$ cat config.mk
export PLATFORM = sky130hd
export DESIGN_NAME = inv_seq_ctrl
export DESIGN_NICKNAME = d
export VERILOG_FILES = /design/src/rtl/inv_seq_ctrl.sv
export SDC_FILE = /design/constraint.sdc
export NUM_CORES = 1
export LEC_CHECK = 0
export CORE_MARGIN = 8
export CORE_UTILIZATION = 38
export DETAILED_ROUTE_END_ITERATION = 10
export PLACE_DENSITY = 0.56
export SLEW_MARGIN = 20
export SYNTH_ARGS = -nofsm -noshare
export SYNTH_HDL_FRONTEND = slang
export SYNTH_SLANG_ARGS = --single-unit
$ cat constraint.sdc
create_clock -name clk -period 3.4 [get_ports clk]
set_input_delay 0.68 -clock clk [delete_from_list [all_inputs] [get_ports clk]]
set_output_delay 0.68 -clock clk [all_outputs]
set_load 0.01 [all_outputs]
$ cat src/rtl/inv_seq_ctrl.sv
// ----------------------------------------------------------------------------
// inv_seq_ctrl
//
// Clocked, self-checking sequencer for a single inverter or buffer cell under
// test. It drives the cell input with a square wave whose half-period and
// number of windows are programmable. At the end of every window it samples
// the cell output and compares it with the value expected for the selected
// mode. It reports a one-cycle done pulse, a sticky error flag and a
// saturating mismatch count.
//
// Ports:
//   clk          - system clock, rising edge
//   rst_n        - asynchronous active-low reset
//   start        - run request, only honoured while idle
//   half_period  - cycles dut_a is held before the check cycle (latched)
//   num_windows  - number of drive/check windows (latched)
//   mode         - 0 = inverter (expect y = ~a), 1 = buffer (expect y = a)
//   dut_a        - drive to the cell input
//   dut_y        - cell output, assumed settled (no synchroniser)
//   busy         - high whenever the sequencer is not idle
//   done         - one-cycle pulse at the end of a run
//   err          - sticky mismatch flag, cleared by the next accepted start
//   mismatch_cnt - mismatches in the current/last run, saturating at all-ones
// ----------------------------------------------------------------------------
module inv_seq_ctrl #(
    parameter int HP_W = 16,
    parameter int NW_W = 8
) (
    input  logic            clk,
    input  logic            rst_n,
    input  logic            start,
    input  logic [HP_W-1:0] half_period,
    input  logic [NW_W-1:0] num_windows,
    input  logic            mode,
    output logic            dut_a,
    input  logic            dut_y,
    output logic            busy,
    output logic            done,
    output logic            err,
    output logic [NW_W-1:0] mismatch_cnt
);

    typedef enum logic [1:0] {
        IDLE,
        HOLD,
        CHECK,
        FIN
    } state_t;

    state_t          state_q;
    logic [HP_W-1:0] cnt_q;
    logic [NW_W-1:0] win_q;
    logic [HP_W-1:0] hp_q;
    logic [NW_W-1:0] nw_q;
    logic            mode_q;
    logic            dut_a_q;
    logic            err_q;
    logic [NW_W-1:0] mcnt_q;
    logic            expected_y;

    // The value the cell should present for the level currently driven.
    // A buffer echoes its input, an inverter complements it.
    assign expected_y = mode_q ? dut_a_q : ~dut_a_q;

    // Status outputs come straight from the registered state, so they are
    // glitch-free. FIN is the only state in which done is high.
    assign busy         = (state_q != IDLE);
    assign done         = (state_q == FIN);
    assign dut_a        = dut_a_q;
    assign err          = err_q;
    assign mismatch_cnt = mcnt_q;

    // Main sequencer. HOLD counts cnt_q down from half_period-1 to 0, which
    // gives half_period cycles. The single CHECK cycle follows, so every
    // window holds dut_a for half_period+1 cycles. The cell output is
    // sampled on the edge that leaves CHECK. The run settings are latched at
    // start so that input changes during a run have no effect.
    always_ff @(posedge clk or negedge rst_n) begin
        if (!rst_n) begin
            state_q <= IDLE;
            cnt_q   <= '0;
            win_q   <= '0;
            hp_q    <= '0;
            nw_q    <= '0;
            mode_q  <= 1'b0;
            dut_a_q <= 1'b0;
            err_q   <= 1'b0;
            mcnt_q  <= '0;
        end else begin
            case (state_q)
                IDLE: begin
                    if (start) begin
                        err_q   <= 1'b0;
                        mcnt_q  <= '0;
                        dut_a_q <= 1'b0;
                        // A zero-length run goes straight to FIN. No
                        // windows are driven in that case.
                        if ((half_period != '0) && (num_windows != '0)) begin
                            hp_q    <= half_period;
                            nw_q    <= num_windows;
                            mode_q  <= mode;
                            cnt_q   <= half_period - HP_W'(1);
                            win_q   <= '0;
                            state_q <= HOLD;
                        end else begin
                            state_q <= FIN;
                        end
                    end
                end
                HOLD: begin
                    if (cnt_q == '0) begin
                        state_q <= CHECK;
                    end else begin
                        cnt_q <= cnt_q - HP_W'(1);
                    end
                end
                CHECK: begin
                    if (dut_y != expected_y) begin
                        err_q <= 1'b1;
                        if (mcnt_q != '1) begin
                            mcnt_q <= mcnt_q + NW_W'(1);
                        end
                    end
                    // After the last window dut_a is left as it was.
                    // Otherwise it toggles to start the next window.
                    if (win_q == nw_q - NW_W'(1)) begin
                        state_q <= FIN;
                    end else begin
                        dut_a_q <= ~dut_a_q;
                        cnt_q   <= hp_q - HP_W'(1);
                        win_q   <= win_q + NW_W'(1);
                        state_q <= HOLD;
                    end
                end
                FIN: begin
                    state_q <= IDLE;
                end
                default: begin
                    state_q <= IDLE;
                end
            endcase
        end
    end

endmodule

# Yosys cells after proc, flatten, opt, wreduce, memory -nomap -nowiden

Index checks and enable logic that the tools add are counted.

Register bits after elaboration: 61
Output and inout port bits: 12
Logic and storage cells: 68

$add $sub $neg: 6
Equality and inequality tests: 13
Multiplexer cells: 24
Bitwise gates (word level): 1
Reduce and logical (&&, ||, !) cells: 15

Operators by type and width:

| operator                                                               | number |
|---|---|
| 16-bit 2-to-1 mux                                                      | 4 |
| 8-bit 2-to-1 mux                                                       | 6 |
| 16-bit one-hot mux with 3 select lines                                 | 1 |
| 16-bit by 1-bit subtractor with 16-bit output (second input constant)  | 3 |
| 8-bit one-hot mux with 2 select lines                                  | 2 |
| 8-bit by 1-bit adder with 8-bit output (second input constant)         | 2 |
| 16-bit zero test                                                       | 1 |
| 16-bit nonzero test                                                    | 1 |
| 2-bit != test (second input constant)                                  | 7 |
| 3-bit AND reduction                                                    | 3 |
| 8-bit equality test                                                    | 1 |
| 2-bit 2-to-1 mux                                                       | 4 |
| 8-bit != test (second input constant)                                  | 1 |
| 2-bit one-hot mux with 4 select lines                                  | 1 |
| 4-bit AND reduction                                                    | 2 |
| 8-bit nonzero test                                                     | 1 |
| 8-bit by 1-bit subtractor with 8-bit output (second input constant)    | 1 |
| 5-bit AND reduction                                                    | 1 |
| 2-bit equality test (second input constant)                            | 2 |
| 1-bit 2-to-1 mux                                                       | 4 |
| 1-bit one-hot mux with 2 select lines                                  | 2 |
| 2-bit nonzero test                                                     | 2 |
| 3-bit nonzero test                                                     | 1 |
| 2-bit by 1-bit equality test with 1-bit output (second input constant) | 1 |
| other kinds (5)                                                        | 5 |

# Logic depth before layout (Yosys ltp)

Gate-level depths: netlist (run 1).

Depth in word-level cells: 5
Gate-level depth with buffers: 11
Depth with buffers taken out: 9

# Least setup slack after synthesis (run 1)

Ideal clock, no wire load.

Path kind: reg2reg
From: register state_q[0]
To: register cnt_q[11]
Library setup time: 125 ps
Arrival time: 2550 ps
Required time: 3275 ps
Setup slack: 725 ps
Cell stages (with the launch flop): 10
Period minus slack after synthesis: 2675 ps
Cells stage by stage: dfrtp_1 -> inv_1 -> ha_1 -> clkbuf_1 -> buf_2 -> mux2i_1 -> nand3_1 -> nor4b_1 -> xnor2_1 -> mux2_4

Word-level cells in the longest chain between the ends: 3

Ends and longest elaborated chain:

| what                                                                        | RTL line | text |
|---|---|---|
| from (decl)                                                                 | 50       | `state_t state_q;` |
| from (signal assigned)                                                      | 80       | `state_q <= IDLE;` |
| from (signal assigned)                                                      | 104      | `state_q <= HOLD;` |
| from (signal assigned)                                                      | 106      | `state_q <= FIN;` |
| 2-bit equality test, or another cell as far along                           | 90       | `case (state_q)` |
| 2-bit != test (no source line) / 3-bit nonzero test (equally long branches) | --       |  |
| 5-bit AND reduction (no source line)                                        | --       |  |
| to (signal assigned)                                                        | 102      | `cnt_q <= half_period - HP_W'(1);` |
| to (signal assigned)                                                        | 114      | `cnt_q <= cnt_q - HP_W'(1);` |
| to (signal assigned)                                                        | 130      | `cnt_q <= hp_q - HP_W'(1);` |
| to (decl)                                                                   | 51       | `logic [HP_W-1:0] cnt_q;` |

Parallel ways exist; a longest one is shown, timed or not.
A chain may end at the register's enable or synchronous reset.

# Worst setup path in the final report (run 1)

From: register state_q[0]
To: register cnt_q[14]

Same word-level chain as after synthesis.

==> flow_metrics.tcl, run 1 <==
set metrics [dict create \
    slew_headroom_pct 52.7 \
    cts-buffers-inserted 9 \
    fin_crit_sh_pct 88.1 \
    io_buffers 40 \
    arrival_ns 3.21 \
    grt_antenna_before_repair 0 \
    clk_pin_slew_ns 0.08 \
    cts_sinks 61 \
    worstPathMaxFanout 16 \
    detail_route.wirelength_mm 8.81 \
    p_int_mw 2.77 \
    drive_above_1_share_pct 20.1 \
    syn_nets 386 \
    setup_viol 0 \
    dp_hpwl_mm 6.46 \
    die-height_um 114 \
    timing.rr.end "cnt_q[14]$_DFFE_PN0P_" \
    core_sq_um 9590 \
    rr_worst_depth 9 \
    grt_pass1_wl_mm 14.8 \
    synth_warnings 0 \
    cts_max_path_buffers 2 \
    grt_max_degree 41 \
    syn_avg_cell_area_sq_um 10.5 \
    final_antenna_net_count 0 \
    viasPerCell 5.30 \
    p_leak_nw 1.90 \
    clkPwrFrac_pct 18.0 \
    cp-end-kind "flip-flop" \
    row_count 36 \
    yosysSeqAreaShare_pct 41.6 \
    min_period_ns 2.99 \
    rrSetupSlack_ns 0.41 \
    ys_ff_latch 61 \
    swShare_pct 38.3 \
    grtUsageTotal_pct 14.4 \
    combPwrFrac_pct 53.0 \
    yosysTopAreaCellShare_pct 41.6 \
    overflow 0 \
    final_cell_area_sq_um 4500 \
    power_density_nw_per_um2 997 \
    cts_resized 0 \
    ff_latch_area_sq_um 1530 \
    power_frac_seq_pct 29.1 \
    hp-class "in2async" \
    async_flop_share_pct 100 \
    postCtsSetupRepairBufs 0 \
    wl_per_cell_um 16.6 \
    h-tree-depth 3 \
    synth_area_sq_um 3670 \
    io_pins 41 \
    drv_cap 0 \
    finClkSkew_ns 0.0106 \
    yosysTopAreaCell "dfrtp_1" \
    vias 2818 \
    fin_setup_tns_ns 0 \
    fillCellCount 942 \
    synth_cell_types 48 \
    clock_latency_ns 0.34 \
    gp_congestion 0.791 \
    antenna_cells 0 \
    synthCells 349 \
    cp_data_required_time_ns 3.62 \
    die_area_sq_um 13100 \
    ir_drop_mv 0.371 \
    worst_pin_slew_ns 0.710 \
    synth_top_cells_by_area "dfrtp_1, mux2_2, xnor2_1" \
    die_x_um 114 \
    ys.flop_type "dfrtp_1" \
    total_switching_power_mw 1.72 \
    drtIter0Drc 109 \
    fmax_ghz 0.334 \
    grt_pass1_vias 2876 \
    cts_tree "built" \
    multiInputGateArea_sq_um 2010 \
    clock-root-buffer "clkbuf_8" \
    firstDrtPassIters 5 \
    timing.rr.start "state_q[0]$_DFFE_PN0P_" \
    timing_hold_violations_final 0 \
    initial_core_util_pct 38.3 \
    status "finished, final reports clean" \
    crit_type "reg2reg" \
    synth_edf_count 0 \
    place_area_sq_um 4250 \
    drc_errors 0 \
    slew_viol_final 0 \
    areaGrowthSynthToFinish_pct 22.6 \
    hold_buffers 0 \
    fin_nets 431 \
    start_kind "flip-flop" \
    rsz0062_at_grt "no" \
]
==> critical path, cell delays in order (launching register included) <==
cell     delay (ns)
dfrtp_1        0.38
inv_1          0.09
ha_1           0.45
a22o_1         0.33
mux2i_1        0.30
ha_1           0.25
nand3_1        0.26
nor4_1         0.43
xnor2_1        0.10
mux2_4         0.27
==> cell usage in the layout, fill, tap and decap left out, types with 4 or more instances in the layout <==
cell type	n
nand4_1	8
and2_1	4
ha_1	8
mux2i_1	16
dfrtp_1	61
inv_1	13
nor2_1	20
clkbuf_8	10
nor4_1	16
mux2_2	33
nand3_1	15
nand2_1	18
clkdlybuf4s50_1	39
a21oi_1	5
a31o_2	5
a22o_1	16
o31a_1	5
mux2_4	9
nor3_1	11
buf_4	9
nand2b_1	5
xnor2_1	22
o21ai_0	10
==> logic make-up (layout without fill, tap and decap cells) <==
kind of cell	after synthesis	count (layout)	synth area share (%)
xor+xnor	26	26	6.61
flops	61	61	41.6
compound gates	56	56	11.6
mux	58	58	18.2
fa+ha+maj	8	8	2.73
buf+inv	30	80	3.75
simple gates	110	110	15.6
==> flip-flops by register name, summed over array words and instances (netlist names) <==
signal and flops:
dut_a 1, nw_q 8, mismatch_cnt 8, cnt_q 16, err 1, state_q 2
win_q 8, mode_q 1, hp_q 16
==> synth_stat cells (all sizes together) (2+ instances only) <==
cell / n
nor2: 20
and2: 4
nand4: 8
xnor2: 22
nand2b: 5
clkbuf: 9
nor3: 11
or2: 3
inv: 13
nand3: 15
ha: 8
a211oi: 3
nor2b: 3
a31o: 5
buf: 8
nor4: 16
nand2: 18
a21oi: 5
a22oi: 2
xor2: 3
mux2i: 16
o21ai: 10
dfrtp: 61
mux2: 42
o31ai: 2
o31a: 5
a22o: 16
==> power groups by stage <==
stage          sequential (mW)  combinational, mW  clock (mW)
2_1_floorplan             1.22               1.88           0
3_3_place_gp              1.31               2.33           0
3_5_place_dp              1.31               2.38           0
4_1_cts                   1.30               2.39       0.826
5_1_grt                   1.34               2.60       0.864
6_report                  1.30               2.38       0.807
==> how the worst max path moves through the flow <==
| stage | start | to | slack (ns) | depth (start not counted) |
|---|---|---|---|---|
| final | state_q[0]$_DFFE_PN0P_ | cnt_q[14]$_DFFE_PN0P_ | 0.41 | 9 |
| after global routing | state_q[0]$_DFFE_PN0P_ | cnt_q[15]$_DFFE_PN0P_ | 0.19 | 8 |
| after CTS | state_q[0]$_DFFE_PN0P_ | cnt_q[12]$_DFFE_PN0P_ | 0.43 | 9 |
| after detailed placement | half_period[12] | hp_q[14]$_DFFE_PN0P_ | 0.37 | 6 |
| after floorplan | state_q[0]$_DFFE_PN0P_ | cnt_q[11]$_DFFE_PN0P_ | 0.72 | 9 |
| after global placement | half_period[12] | cnt_q[8]$_DFFE_PN0P_ | 0.37 | 7 |
==> routing by layer <==
metal  vias to the layer above  global-route usage (%)  wire, um
met2                        68                    24.1      4330
met3                         6                    4.59       391
met5                         -                       0         0
li1                       1370                       -         -
met4                         0                    3.37        79
met1                      1374                    17.5      4010
==> area by class of cell <==
| type | instances | area share (%) |
|---|---|---|
| Sequential cell | 61 | 33.9 |
| Clock buffer | 10 | 3.06 |
| Timing Repair Buffer | 51 | 11.2 |
| Inverter | 13 | 1.08 |
| Multi-Input combinational cell | 258 | 44.6 |
| Tap cell | 133 | 3.70 |
| Clock inverter | 6 | 2.45 |
==> per-stage QoR <==
stage               total power, mW  cells  hold WS (ns)  utilization (%)  setup slack, ns
finish                         4.49    532         0.323             46.9            0.406
global route                   4.81    532         0.341             46.9            0.188
CTS                            4.52    532         0.329             46.9            0.430
detailed placement             3.69    516         0.494             44.3            0.374
global placement               3.64    516         0.491             44.3            0.370
floorplan                      3.09    349         0.384                -            0.725
Power figures use the tool's default switching activity.
==> run 2, diff against run 1 <==
--- a/config.mk
+++ b/config.mk
@@ -9,6 +9,7 @@
 export CORE_UTILIZATION = 38
 export DETAILED_ROUTE_END_ITERATION = 10
 export PLACE_DENSITY = 0.56
+export SETUP_SLACK_MARGIN = 0.5
 export SLEW_MARGIN = 20
 export SYNTH_ARGS = -nofsm -noshare
 export SYNTH_HDL_FRONTEND = slang
==> flow_metrics.tcl, run 2 (synthesis gave the netlist of run 1 again) <==
set metrics [dict create \
    detail_route.wirelength_mm 8.85 \
    grt_pass1_wl_mm 14.8 \
    wl_per_cell_um 16.6 \
    grtUsageTotal_pct 14.4 \
    cts-buffers-inserted 9 \
    rsz0062_at_grt "yes" \
    antenna_cells 0 \
    layout_common_cells "dfrtp_1, clkdlybuf4s50_1, mux2_2, xnor2_1, nor2_1" \
    hold_buffers 0 \
    arrival_ns 2.98 \
    grt_antenna_before_repair 0 \
    gp_congestion 0.791 \
    cts_tree "built" \
    fillCellCount 937 \
    drive_above_1_share_pct 22.3 \
    slew_headroom_pct 58.7 \
    clk_pin_slew_ns 0.08 \
    cp_data_required_time_ns 3.62 \
    die-height_um 114 \
    die_area_sq_um 13100 \
    cts_sinks 61 \
    timing_hold_violations_final 0 \
    core_sq_um 9590 \
    dp_hpwl_mm 6.46 \
    finClkSkew_ns 0.0134 \
    clock_latency_ns 0.34 \
    cp-end-kind "flip-flop" \
    ff_latch_area_sq_um 1530 \
    grt_pass1_vias 2873 \
    setup_viol 0 \
    overflow 0 \
    areaGrowthSynthToFinish_pct 23.7 \
    io_buffers 40 \
    post-place-ws_ns 0.374 \
    start_kind "flip-flop" \
    clock-root-buffer "clkbuf_8" \
    hp-class "in2async" \
    die_x_um 114 \
    drtIter0Drc 107 \
    slowest_stage "nor4_1" \
    reg.largest.list "cnt_q: 16 flops, hp_q: 16 flops" \
    row_count 36 \
    firstDrtPassIters 4 \
    fin_nets 432 \
    multiInputGateArea_sq_um 2040 \
    cp_cell_sequence "inv_1 > ha_2 > a22o_1 > mux2i_1 > ha_1 > nand3_1 > nor4_1 > xnor2_1 > mux2_4" \
    min_period_ns 2.76 \
    grt_max_degree 41 \
    viasPerCell 5.29 \
    ir_drop_mv 0.376 \
    fmax_ghz 0.362 \
    drc_errors 0 \
    cts_max_path_buffers 2 \
    worst_pin_slew_ns 0.615 \
    io_pins 41 \
    drv_cap 0 \
    mostFrequentLayoutCell "dfrtp_1" \
    status "finished, final reports clean" \
    crit_type "reg2reg" \
    h-tree-depth 3 \
    worstPathMaxFanout 16 \
    slew_viol_final 0 \
    p_leak_nw 1.90 \
    critical_path.max_stage_delay_ns 0.44 \
    initial_core_util_pct 38.3 \
    fin_crit_sh_pct 81.2 \
    setup_ws_ns 0.641 \
    fin_setup_tns_ns 0 \
    vias 2822 \
    power_density_nw_per_um2 1010 \
    final_antenna_net_count 0 \
]
==> run 2: cell count changes in the layout (fill, tap and decap cells not counted), moves of 2 or more <==
cell | previous run | this run
ha_2 | 0 | 2
ha_1 | 8 | 6
mux2i_1 | 16 | 13
nor4_2 | 0 | 2
nor4_1 | 16 | 14
mux2i_2 | 0 | 3
==> run 2: what timing repair did <==
| item | CTS | global route |
|---|---|---|
| pin swaps | 0 | 1 |
| hold endpoints to repair | 0 | 0 |
| setup endpoints to repair | 5 | 5 |
| gates resized for setup | 2 | 6 |
| setup buffers | 0 | 1 |
==> run 2: path summary, 6_finish.rpt <==
path	start	endpoint	slack [ns]	depth (start not counted)
max	state_q[0]$_DFFE_PN0P_	cnt_q[14]$_DFFE_PN0P_	0.64	9
min	rst_n	win_q[2]$_DFFE_PN0P_	0.32	1
max reg2reg	state_q[0]$_DFFE_PN0P_	cnt_q[14]$_DFFE_PN0P_	0.64	9
min reg2reg	hp_q[4]$_DFFE_PN0P_	hp_q[4]$_DFFE_PN0P_	0.51	1
max in group asynchronous	rst_n	cnt_q[4]$_DFFE_PN0P_	2.46	2
min in group clk	hp_q[4]$_DFFE_PN0P_	hp_q[4]$_DFFE_PN0P_	0.51	1
==> run 2: final cells by class <==
cell class / instances / area share, %
multi-input cells: 258 / 45.0
well taps: 133 / 3.66
clock inverters: 6 / 2.42
clock buffers: 10 / 3.03
repair buffers: 52 / 11.2
inverters: 13 / 1.07
flip-flops and latches: 61 / 33.6
==> run 2: metal layers <==
metal / part of all wire, % / vias up / GRT usage, % / wire [um]
met5: 0 / - / 0 / 0
li1: - / 1373 / - / -
met4: 0.41 / 0 / 3.37 / 36
met1: 46 / 1391 / 17.5 / 4070
met3: 3.9 / 2 / 4.59 / 349
met2: 50 / 56 / 24.1 / 4390
==> run 2: worst max-delay path, delay by kind of cell (launching register included) <==
family | cells | cell delay (ns)
AND/OR/NAND/NOR | 2 | 0.70
adder cells (fa/ha/maj) | 2 | 0.57
multiplexers | 2 | 0.52
flip-flops | 1 | 0.38
AO/OA/AOI/OAI | 1 | 0.27
XOR/XNOR | 1 | 0.10
buffers and inverters | 1 | 0.09
==> run 2: per-stage QoR <==
| step | hold slack, ns | cell area (sq um) | util [%] | total power, mW | instances |
|---|---|---|---|---|---|
| after CTS | 0.329 | 4510 | 47.0 | 4.52 | 532 |
| after global placement | 0.491 | 4250 | 44.3 | 3.64 | 516 |
| after global routing | 0.341 | 4540 | 47.3 | 4.89 | 533 |
| after floorplan | 0.384 | 3670 | - | 3.09 | 349 |
| final | 0.322 | 4540 | 47.3 | 4.56 | 533 |
| after detailed placement | 0.494 | 4250 | 44.3 | 3.69 | 516 |
==> run 2: where the power goes <==
group          switching [mW]  leakage (nW)  internal, mW
clock network           0.301         0.119         0.506
registers               0.271         0.761          1.03
logic                    1.18          1.02          1.28
total                    1.75          1.90          2.81
